[config.mk]
export PLATFORM = sky130hd
export DESIGN_NAME = stopwatch_controller_flat
export DESIGN_NICKNAME = d
export VERILOG_FILES = /design/src/rtl/stopwatch_pkg.sv /design/src/rtl/stopwatch_controller_if.sv /design/src/rtl/button_conditioner.sv /design/src/rtl/stopwatch_controller.sv /design/src/flat_wrapper.sv
export SDC_FILE = /design/constraint.sdc
export NUM_CORES = 1
export LEC_CHECK = 0
export BUFFER_PORTS_ARGS = -buffer_cell sky130_fd_sc_hd__buf_2
export CORE_MARGIN = 4
export CORE_UTILIZATION = 35
export CTS_BUF_LIST = sky130_fd_sc_hd__clkbuf_4
export CTS_CLUSTER_DIAMETER = 100
export DETAILED_ROUTE_END_ITERATION = 6
export GPL_ROUTABILITY_DRIVEN = 0
export PLACE_DENSITY = 0.67
export SYNTH_ARGS = -nofsm -noshare
export SYNTH_HDL_FRONTEND = slang
export SYNTH_SLANG_ARGS = --single-unit
[constraint.sdc]
create_clock -name clk -period 5.8 [get_ports clk]
set_clock_uncertainty 0.05 [all_clocks]
set_input_delay 1.16 -clock clk [delete_from_list [all_inputs] [get_ports clk]]
set_output_delay 1.16 -clock clk [all_outputs]
set_load 0.05 [all_outputs]
[src/rtl/stopwatch_pkg.sv]
// Shared types and constants for the MM:SS stopwatch controller.
package stopwatch_pkg;

    typedef enum logic [1:0] {
        IDLE    = 2'b00,
        RUNNING = 2'b01,
        PAUSED  = 2'b10,
        DONE    = 2'b11
    } state_t;

    localparam logic [15:0] BCD_MAX_MMSS = 16'h5959;
    localparam logic [15:0] BCD_ZERO     = 16'h0000;

    localparam int DEBOUNCE_CYCLES_DEFAULT = 1_000_000;

endpackage

[src/rtl/stopwatch_controller_if.sv]
// Command/status bus between the stopwatch controller and the BCD counter datapath.
interface stopwatch_controller_if #(
    parameter int W = 16
) ();

    logic [W-1:0] count_value;
    logic         count_en;
    logic         up_down;
    logic         load;
    logic [W-1:0] load_value;

    modport master (
        input  count_value,
        output count_en,
        output up_down,
        output load,
        output load_value
    );

    modport slave (
        output count_value,
        input  count_en,
        input  up_down,
        input  load,
        input  load_value
    );

endinterface

[src/rtl/button_conditioner.sv]
// Raw button -> 2-FF sync -> debounce -> one-cycle press pulse.
module button_conditioner
    import stopwatch_pkg::*;
#(
    parameter int DEBOUNCE_CYCLES = DEBOUNCE_CYCLES_DEFAULT
) (
    input  logic clk,
    input  logic rst_n,
    input  logic btn,
    output logic pulse
);

    localparam int CW = $clog2(DEBOUNCE_CYCLES + 1);

    logic [1:0]    sync_q;
    logic          stable_q, stable_d;
    logic          pulse_q, pulse_d;
    logic [CW-1:0] cnt_q, cnt_d;

    // Level is accepted only after it differs from the stable one for
    // DEBOUNCE_CYCLES consecutive cycles; a rising acceptance is the pulse.
    always_comb begin
        stable_d = stable_q;
        cnt_d    = '0;
        pulse_d  = 1'b0;
        if (sync_q[1] != stable_q) begin
            if (cnt_q == CW'(DEBOUNCE_CYCLES - 1)) begin
                stable_d = sync_q[1];
                pulse_d  = sync_q[1];
            end else begin
                cnt_d = cnt_q + 1'b1;
            end
        end
    end

    always_ff @(posedge clk or negedge rst_n) begin
        if (!rst_n) begin
            sync_q   <= 2'b00;
            stable_q <= 1'b0;
            pulse_q  <= 1'b0;
            cnt_q    <= '0;
        end else begin
            sync_q   <= {sync_q[0], btn};
            stable_q <= stable_d;
            pulse_q  <= pulse_d;
            cnt_q    <= cnt_d;
        end
    end

    assign pulse = pulse_q;

endmodule

[src/rtl/stopwatch_controller.sv]
// Stopwatch control FSM: buttons -> counter enable/direction/load, display, alarm.
// Optional lap-hold display freeze is built when STOPWATCH_LAP_HOLD_EN is defined.
module stopwatch_controller
    import stopwatch_pkg::*;
#(
    parameter int NUMBER_OF_DIGITS         = 4,
    parameter int NUMBER_OF_BITS_PER_DIGIT = 4,
    parameter int DEBOUNCE_CYCLES          = DEBOUNCE_CYCLES_DEFAULT
) (
    input  logic                    clk,
    input  logic                    rst,
    input  logic                    btn_start_stop,
    input  logic                    btn_clear,
    input  logic                    btn_lap,
    input  logic                    mode_up,
    input  logic [NUMBER_OF_DIGITS*NUMBER_OF_BITS_PER_DIGIT-1:0] preset,
    stopwatch_controller_if.master  ctr,
    output logic [NUMBER_OF_DIGITS*NUMBER_OF_BITS_PER_DIGIT-1:0] display_value,
    output logic                    alarm,
    output logic [1:0]              state_o
);

    localparam int W = NUMBER_OF_DIGITS * NUMBER_OF_BITS_PER_DIGIT;

    logic ss_p, clr_p;

    state_t       state_q, state_d;
    logic         count_en_q, count_en_d;
    logic         up_down_q, up_down_d;
    logic         load_q, load_d;
    logic [W-1:0] load_value_q, load_value_d;
    logic [W-1:0] display_q, display_d;
    logic         alarm_q, alarm_d;
    logic         terminal;

    button_conditioner #(.DEBOUNCE_CYCLES(DEBOUNCE_CYCLES)) u_btn_ss (
        .clk   (clk),
        .rst_n (rst),
        .btn   (btn_start_stop),
        .pulse (ss_p)
    );

    button_conditioner #(.DEBOUNCE_CYCLES(DEBOUNCE_CYCLES)) u_btn_clr (
        .clk   (clk),
        .rst_n (rst),
        .btn   (btn_clear),
        .pulse (clr_p)
    );

`ifdef STOPWATCH_LAP_HOLD_EN
    logic lap_p;
    logic lap_hold_q, lap_hold_d;

    button_conditioner #(.DEBOUNCE_CYCLES(DEBOUNCE_CYCLES)) u_btn_lap (
        .clk   (clk),
        .rst_n (rst),
        .btn   (btn_lap),
        .pulse (lap_p)
    );
`else
    logic unused_lap;
    assign unused_lap = btn_lap;
`endif

    assign terminal = up_down_q ? (ctr.count_value == W'(BCD_MAX_MMSS))
                                : (ctr.count_value == W'(BCD_ZERO));

    always_comb begin
        state_d      = state_q;
        load_d       = 1'b0;
        load_value_d = load_value_q;
        up_down_d    = up_down_q;
`ifdef STOPWATCH_LAP_HOLD_EN
        lap_hold_d   = lap_hold_q;
`endif
        if (clr_p) begin
            state_d      = IDLE;
            load_d       = 1'b1;
            load_value_d = mode_up ? W'(BCD_ZERO) : preset;
`ifdef STOPWATCH_LAP_HOLD_EN
            lap_hold_d   = 1'b0;
`endif
        end else if (ss_p) begin
            unique case (state_q)
                IDLE: begin
                    if (mode_up || ctr.count_value != W'(BCD_ZERO))
                        state_d = RUNNING;
                end
                RUNNING: state_d = PAUSED;
                PAUSED:  state_d = RUNNING;
                DONE:    state_d = IDLE;
            endcase
        end else if (state_q == RUNNING && terminal) begin
            state_d = DONE;
`ifdef STOPWATCH_LAP_HOLD_EN
        end else if (lap_p) begin
            if (state_q == RUNNING)
                lap_hold_d = ~lap_hold_q;
            else
                lap_hold_d = 1'b0;
`endif
        end

        // Direction is latched everywhere except IDLE.
        if (state_q == IDLE)
            up_down_d = mode_up;

        count_en_d = (state_d == RUNNING);
        alarm_d    = (state_d == DONE);

`ifdef STOPWATCH_LAP_HOLD_EN
        if (state_d != RUNNING && state_d != PAUSED)
            lap_hold_d = 1'b0;
        display_d = lap_hold_d ? display_q : ctr.count_value;
`else
        display_d = ctr.count_value;
`endif
    end

    always_ff @(posedge clk or negedge rst) begin
        if (!rst) begin
            state_q      <= IDLE;
            count_en_q   <= 1'b0;
            up_down_q    <= 1'b1;
            load_q       <= 1'b0;
            load_value_q <= '0;
            display_q    <= '0;
            alarm_q      <= 1'b0;
        end else begin
            state_q      <= state_d;
            count_en_q   <= count_en_d;
            up_down_q    <= up_down_d;
            load_q       <= load_d;
            load_value_q <= load_value_d;
            display_q    <= display_d;
            alarm_q      <= alarm_d;
        end
    end

`ifdef STOPWATCH_LAP_HOLD_EN
    always_ff @(posedge clk or negedge rst) begin
        if (!rst)
            lap_hold_q <= 1'b0;
        else
            lap_hold_q <= lap_hold_d;
    end
`endif

    assign ctr.count_en   = count_en_q;
    assign ctr.up_down    = up_down_q;
    assign ctr.load       = load_q;
    assign ctr.load_value = load_value_q;
    assign display_value  = display_q;
    assign alarm          = alarm_q;
    assign state_o        = state_q;

endmodule
[src/flat_wrapper.sv]
// flat-port wrapper written by rule: the top's interface ports become plain ports
module stopwatch_controller_flat import stopwatch_pkg::*;
#(
    parameter int NUMBER_OF_DIGITS         = 4,
    parameter int NUMBER_OF_BITS_PER_DIGIT = 4,
    parameter int DEBOUNCE_CYCLES          = DEBOUNCE_CYCLES_DEFAULT
)
  (clk, rst, btn_start_stop, btn_clear, btn_lap, mode_up, preset, display_value, alarm, state_o, ctr_count_value, ctr_count_en, ctr_up_down, ctr_load, ctr_load_value);
  stopwatch_controller_if ctr_i ();
  input  logic clk;
  input  logic rst;
  input  logic btn_start_stop;
  input  logic btn_clear;
  input  logic btn_lap;
  input  logic mode_up;
  input  logic [NUMBER_OF_DIGITS*NUMBER_OF_BITS_PER_DIGIT-1:0] preset;
  output logic [NUMBER_OF_DIGITS*NUMBER_OF_BITS_PER_DIGIT-1:0] display_value;
  output logic alarm;
  output logic [1:0] state_o;
  input wire logic [$bits(ctr_i.count_value)-1:0] ctr_count_value;
  output wire logic [$bits(ctr_i.count_en)-1:0] ctr_count_en;
  output wire logic [$bits(ctr_i.up_down)-1:0] ctr_up_down;
  output wire logic [$bits(ctr_i.load)-1:0] ctr_load;
  output wire logic [$bits(ctr_i.load_value)-1:0] ctr_load_value;
  assign ctr_i.count_value = ctr_count_value;
  assign ctr_count_en = ctr_i.count_en;
  assign ctr_up_down = ctr_i.up_down;
  assign ctr_load = ctr_i.load;
  assign ctr_load_value = ctr_i.load_value;
  stopwatch_controller #(.NUMBER_OF_DIGITS(NUMBER_OF_DIGITS), .NUMBER_OF_BITS_PER_DIGIT(NUMBER_OF_BITS_PER_DIGIT), .DEBOUNCE_CYCLES(DEBOUNCE_CYCLES)) u_core (.clk(clk), .rst(rst), .btn_start_stop(btn_start_stop), .btn_clear(btn_clear), .btn_lap(btn_lap), .mode_up(mode_up), .preset(preset), .ctr(ctr_i), .display_value(display_value), .alarm(alarm), .state_o(state_o));
endmodule
==> results.py <==
metrics = {
    "status": {
        "status": "complete, no violations",
    },
    "synthesis": {
        "avgSynthCellArea_um2": 10.6,
        "ys_seq_elements": 86,
        "synthesis.nets": 388,
        "yosysSeqAreaShare_pct": 58.5,
        "synthCells": 348,
        "netlist_area_mm2": 0.00368,
        "yosysWarnings": 0,
        "synth.distinct_cells": 42,
    },
    "global_route": {
        "antenna_found_initial": 0,
        "grt_max_degree": 87,
        "grt_overflow": 0,
        "grt_pass1_vias": 2711,
        "track_usage_pct": 12.1,
        "grt_pass1_wl_mm": 12.6,
    },
    "worst_setup_path": {
        "cp-start-kind": "flop",
        "path_buf_inv": 1,
        "path_max_fanout": 4,
        "arrival_ps": 1280,
        "slowest_delay_ps": 590,
        "cp_data_required_time_ps": 4590,
        "cp-end-kind": "output port",
        "slowest_stage": "dfstp_2",
        "setup.worst_path.class": "flop to output port",
        "crit_path_start": "u_core.ctr.up_down$_DFFE_PN1N_",
        "worstPathCellList": "buf_2",
        "cp_top_family": "flip-flops",
        "r2r-start": "u_core.u_btn_clr.cnt_q[0]$_DFF_PN0_",
    },
    "power_and_ir_drop": {
        "p_seq_share_pct": 60.0,
        "finalPower_uw": 1030,
        "netSwitchingPower_uw": 266,
        "p_leak_uw": 0.00190,
        "ir_drop_v": 0.0000947,
        "combPwrFrac_pct": 6.6,
        "pwr_density_cell_mw_per_mm2": 237,
        "p_int_uw": 762,
        "clock_power_share_pct": 33.4,
        "switching_share_pct": 25.8,
    },
    "cts": {
        "cts_tree": "built",
        "cts_hold_buf": 0,
        "cts.sinks": 86,
        "cts_root_buffer": "clkbuf_4",
        "cts.repair.resized": 0,
        "path_clk_slew_ps": 130,
        "clk_latency_ps": 430,
        "clockBufferDepth": 2,
        "cts_buffers": 9,
        "post_cts_buffers": 0,
        "clock_tree.htree_level_count": 3,
    },
    "floorplan": {
        "ios": 76,
        "coreArea_mm2": 0.0103,
        "start_util_pct": 35.8,
        "die_y_um": 111,
        "rows": 37,
        "die_area_mm2": 0.0122,
        "die_w_um": 111,
    },
    "final_layout": {
        "diodes": 0,
        "fin_nets": 463,
        "layout-drive-gt1-share_pct": 23.1,
        "fillers": 989,
        "final_cell_mix": "85 x dfrtp_1, 73 x buf_2, 33 x nor2_1",
        "mostFrequentLayoutCell": "dfrtp_1",
        "design_area_mm2": 0.00433,
        "areaGrowthSynthToFinish_pct": 17.5,
    },
    "timing": {
        "setup_tns_ps": 0,
        "tightest_slew_ps": 1040,
        "period_minus_slack_ps": 2490,
        "setup_violations": 0,
        "max_freq_mhz": 402,
        "rsz0062_at_grt": "no",
        "slew_headroom_pct": 30.8,
        "drv_slew": 0,
        "hold_viol": 0,
        "fin_crit_sh_pct": 42.8,
    },
    "worst_hold_path": {
        "hp-class": "flop to flop",
        "holdCritStartpoint": "u_core.u_btn_clr.sync_q[0]$_DFF_PN0_",
    },
    "drt": {
        "drt_iter0_markers": 196,
        "num_vias": 2769,
        "detail_route.vias_per_cell": 4.91,
        "wl_per_cell_um": 12.9,
        "firstDrtPassIters": 4,
        "drt-total-wl_mm": 7.27,
        "drc": 0,
        "antenna_left": 0,
    },
    "placed_design": {
        "dp_hpwl_mm": 5.09,
        "dpl_cell_area_mm2": 0.00419,
        "io_buffers": 74,
    },
    "job": {
        "maxCapViolations": 0,
    },
}
[per-layer routing]
metal	wire length, µm	vias to the layer above	share of wire, %	track usage [%]
met1	3380	1321	47	15.6
li1	-	1362	-	-
met5	0	-	0	0
met4	96	0	1.3	4.11
met2	3340	74	46	18.9
met3	444	12	6.1	4.49
[synthesized netlist by cell type]
| library cell | count | area, µm² |
|---|---|---|
| dfrtp_1 | 85 | 2130 |
| nor2_1 | 33 | 124 |
| inv_1 | 23 | 86.3 |
| nand2_1 | 23 | 86.3 |
| o21ai_0 | 23 | 115 |
| a21oi_1 | 15 | 75.1 |
| nand3_1 | 14 | 70.1 |
| xnor2_1 | 13 | 114 |
| xor2_1 | 13 | 114 |
| nand3b_1 | 10 | 75.1 |
| clkbuf_1 | 8 | 30.0 |
| nor3_1 | 8 | 40.0 |
| or4_1 | 8 | 60.1 |
| nand4_1 | 7 | 43.8 |
| nor4_1 | 7 | 43.8 |
| or3_1 | 7 | 43.8 |
| and3_1 | 6 | 37.5 |
| and4_1 | 5 | 43.8 |
| o31ai_1 | 4 | 30.0 |
| buf_2 | 3 | 15.0 |
| nand2b_1 | 3 | 18.8 |
| nor3b_1 | 3 | 22.5 |
| a221o_1 | 2 | 20.0 |
| ha_1 | 2 | 25.0 |
| mux2_2 | 2 | 22.5 |
| nand4b_1 | 2 | 17.5 |
| nor2b_1 | 2 | 12.5 |
| or2_2 | 2 | 12.5 |
| or4b_1 | 2 | 20.0 |
| a2111oi_0 | 1 | 8.76 |
| a211oi_1 | 1 | 7.51 |
| a21boi_1 | 1 | 7.51 |
| a31o_2 | 1 | 8.76 |
| and3b_1 | 1 | 8.76 |
| dfstp_2 | 1 | 26.3 |
| mux2_1 | 1 | 11.3 |
| nand3_4 | 1 | 17.5 |
| nor4b_1 | 1 | 8.76 |
| nor4bb_1 | 1 | 10.0 |
| o21ai_1 | 1 | 5.00 |
| o21bai_1 | 1 | 7.51 |
| or3b_2 | 1 | 8.76 |
[state kept, by name (all words and copies together) (netlist names), 2 cells and up]
signal and flops:
u_core.ctr.load_value 16, u_core.display_value 16, u_core.state_o 2, u_core.u_btn_clr.cnt_q 20, u_core.u_btn_clr.sync_q 2, u_core.u_btn_ss.cnt_q 20
u_core.u_btn_ss.sync_q 2
[path summary, 6_finish.rpt]
kind,slack [ps],cells past startpoint,to
min,320,0,u_core.u_btn_clr.sync_q[1]$_DFF_PN0_
min in group asynchronous,820,1,u_core.ctr.load_value[14]$_DFFE_PN0P_
min reg2reg,320,0,u_core.u_btn_clr.sync_q[1]$_DFF_PN0_
max,3310,1,ctr_up_down
max reg2reg,3570,5,u_core.u_btn_clr.cnt_q[18]$_DFF_PN0_
max in group asynchronous,4180,1,u_core.display_value[10]$_DFF_PN0_
[power groups by stage]
stage                     Sequential (µW)  Combinational, µW  Clock [µW]
after floorplan                       648               13.3           0
after global routing                  618               75.7         379
after CTS                             617               69.8         357
after global placement                628               68.7           0
after detailed placement              628               69.7           0
final                                 617               67.6         343
[logic make-up (layout without fill, tap and decap cells)]
family          count (synthesis)  after routing  share of synthesized area [%]
xor+xnor                       26             26                           6.18
simple gates                  147            147                           22.4
compound gates                 50             50                           7.75
mux                             3              3                          0.917
fa+ha+maj                       2              2                          0.679
flops                          86             86                           58.5
buf+inv                        34            114                           3.57
[final cells by class]
type / instances / area, µm² / share of cell area [%]
inverter: 23 / 86.3 / 1.99
sequential: 86 / 2150 / 49.8
timing repair buffer: 75 / 380 / 8.79
tap: 136 / 170 / 3.93
multi-input combinational: 228 / 1400 / 32.3
clock inverter: 7 / 72.6 / 1.68
clock buffer: 9 / 67.6 / 1.56
[through the flow]
step	worst slack, ps	hold WS (ps)	utilization (%)	instances
finish	3310	319	42.1	564
global placement	3060	288	40.7	548
global route	3240	345	42.1	564
detailed placement	3010	292	40.7	548
CTS	3270	322	42.1	564
floorplan	3280	281	-	348
Power figures use the tool's default switching activity.
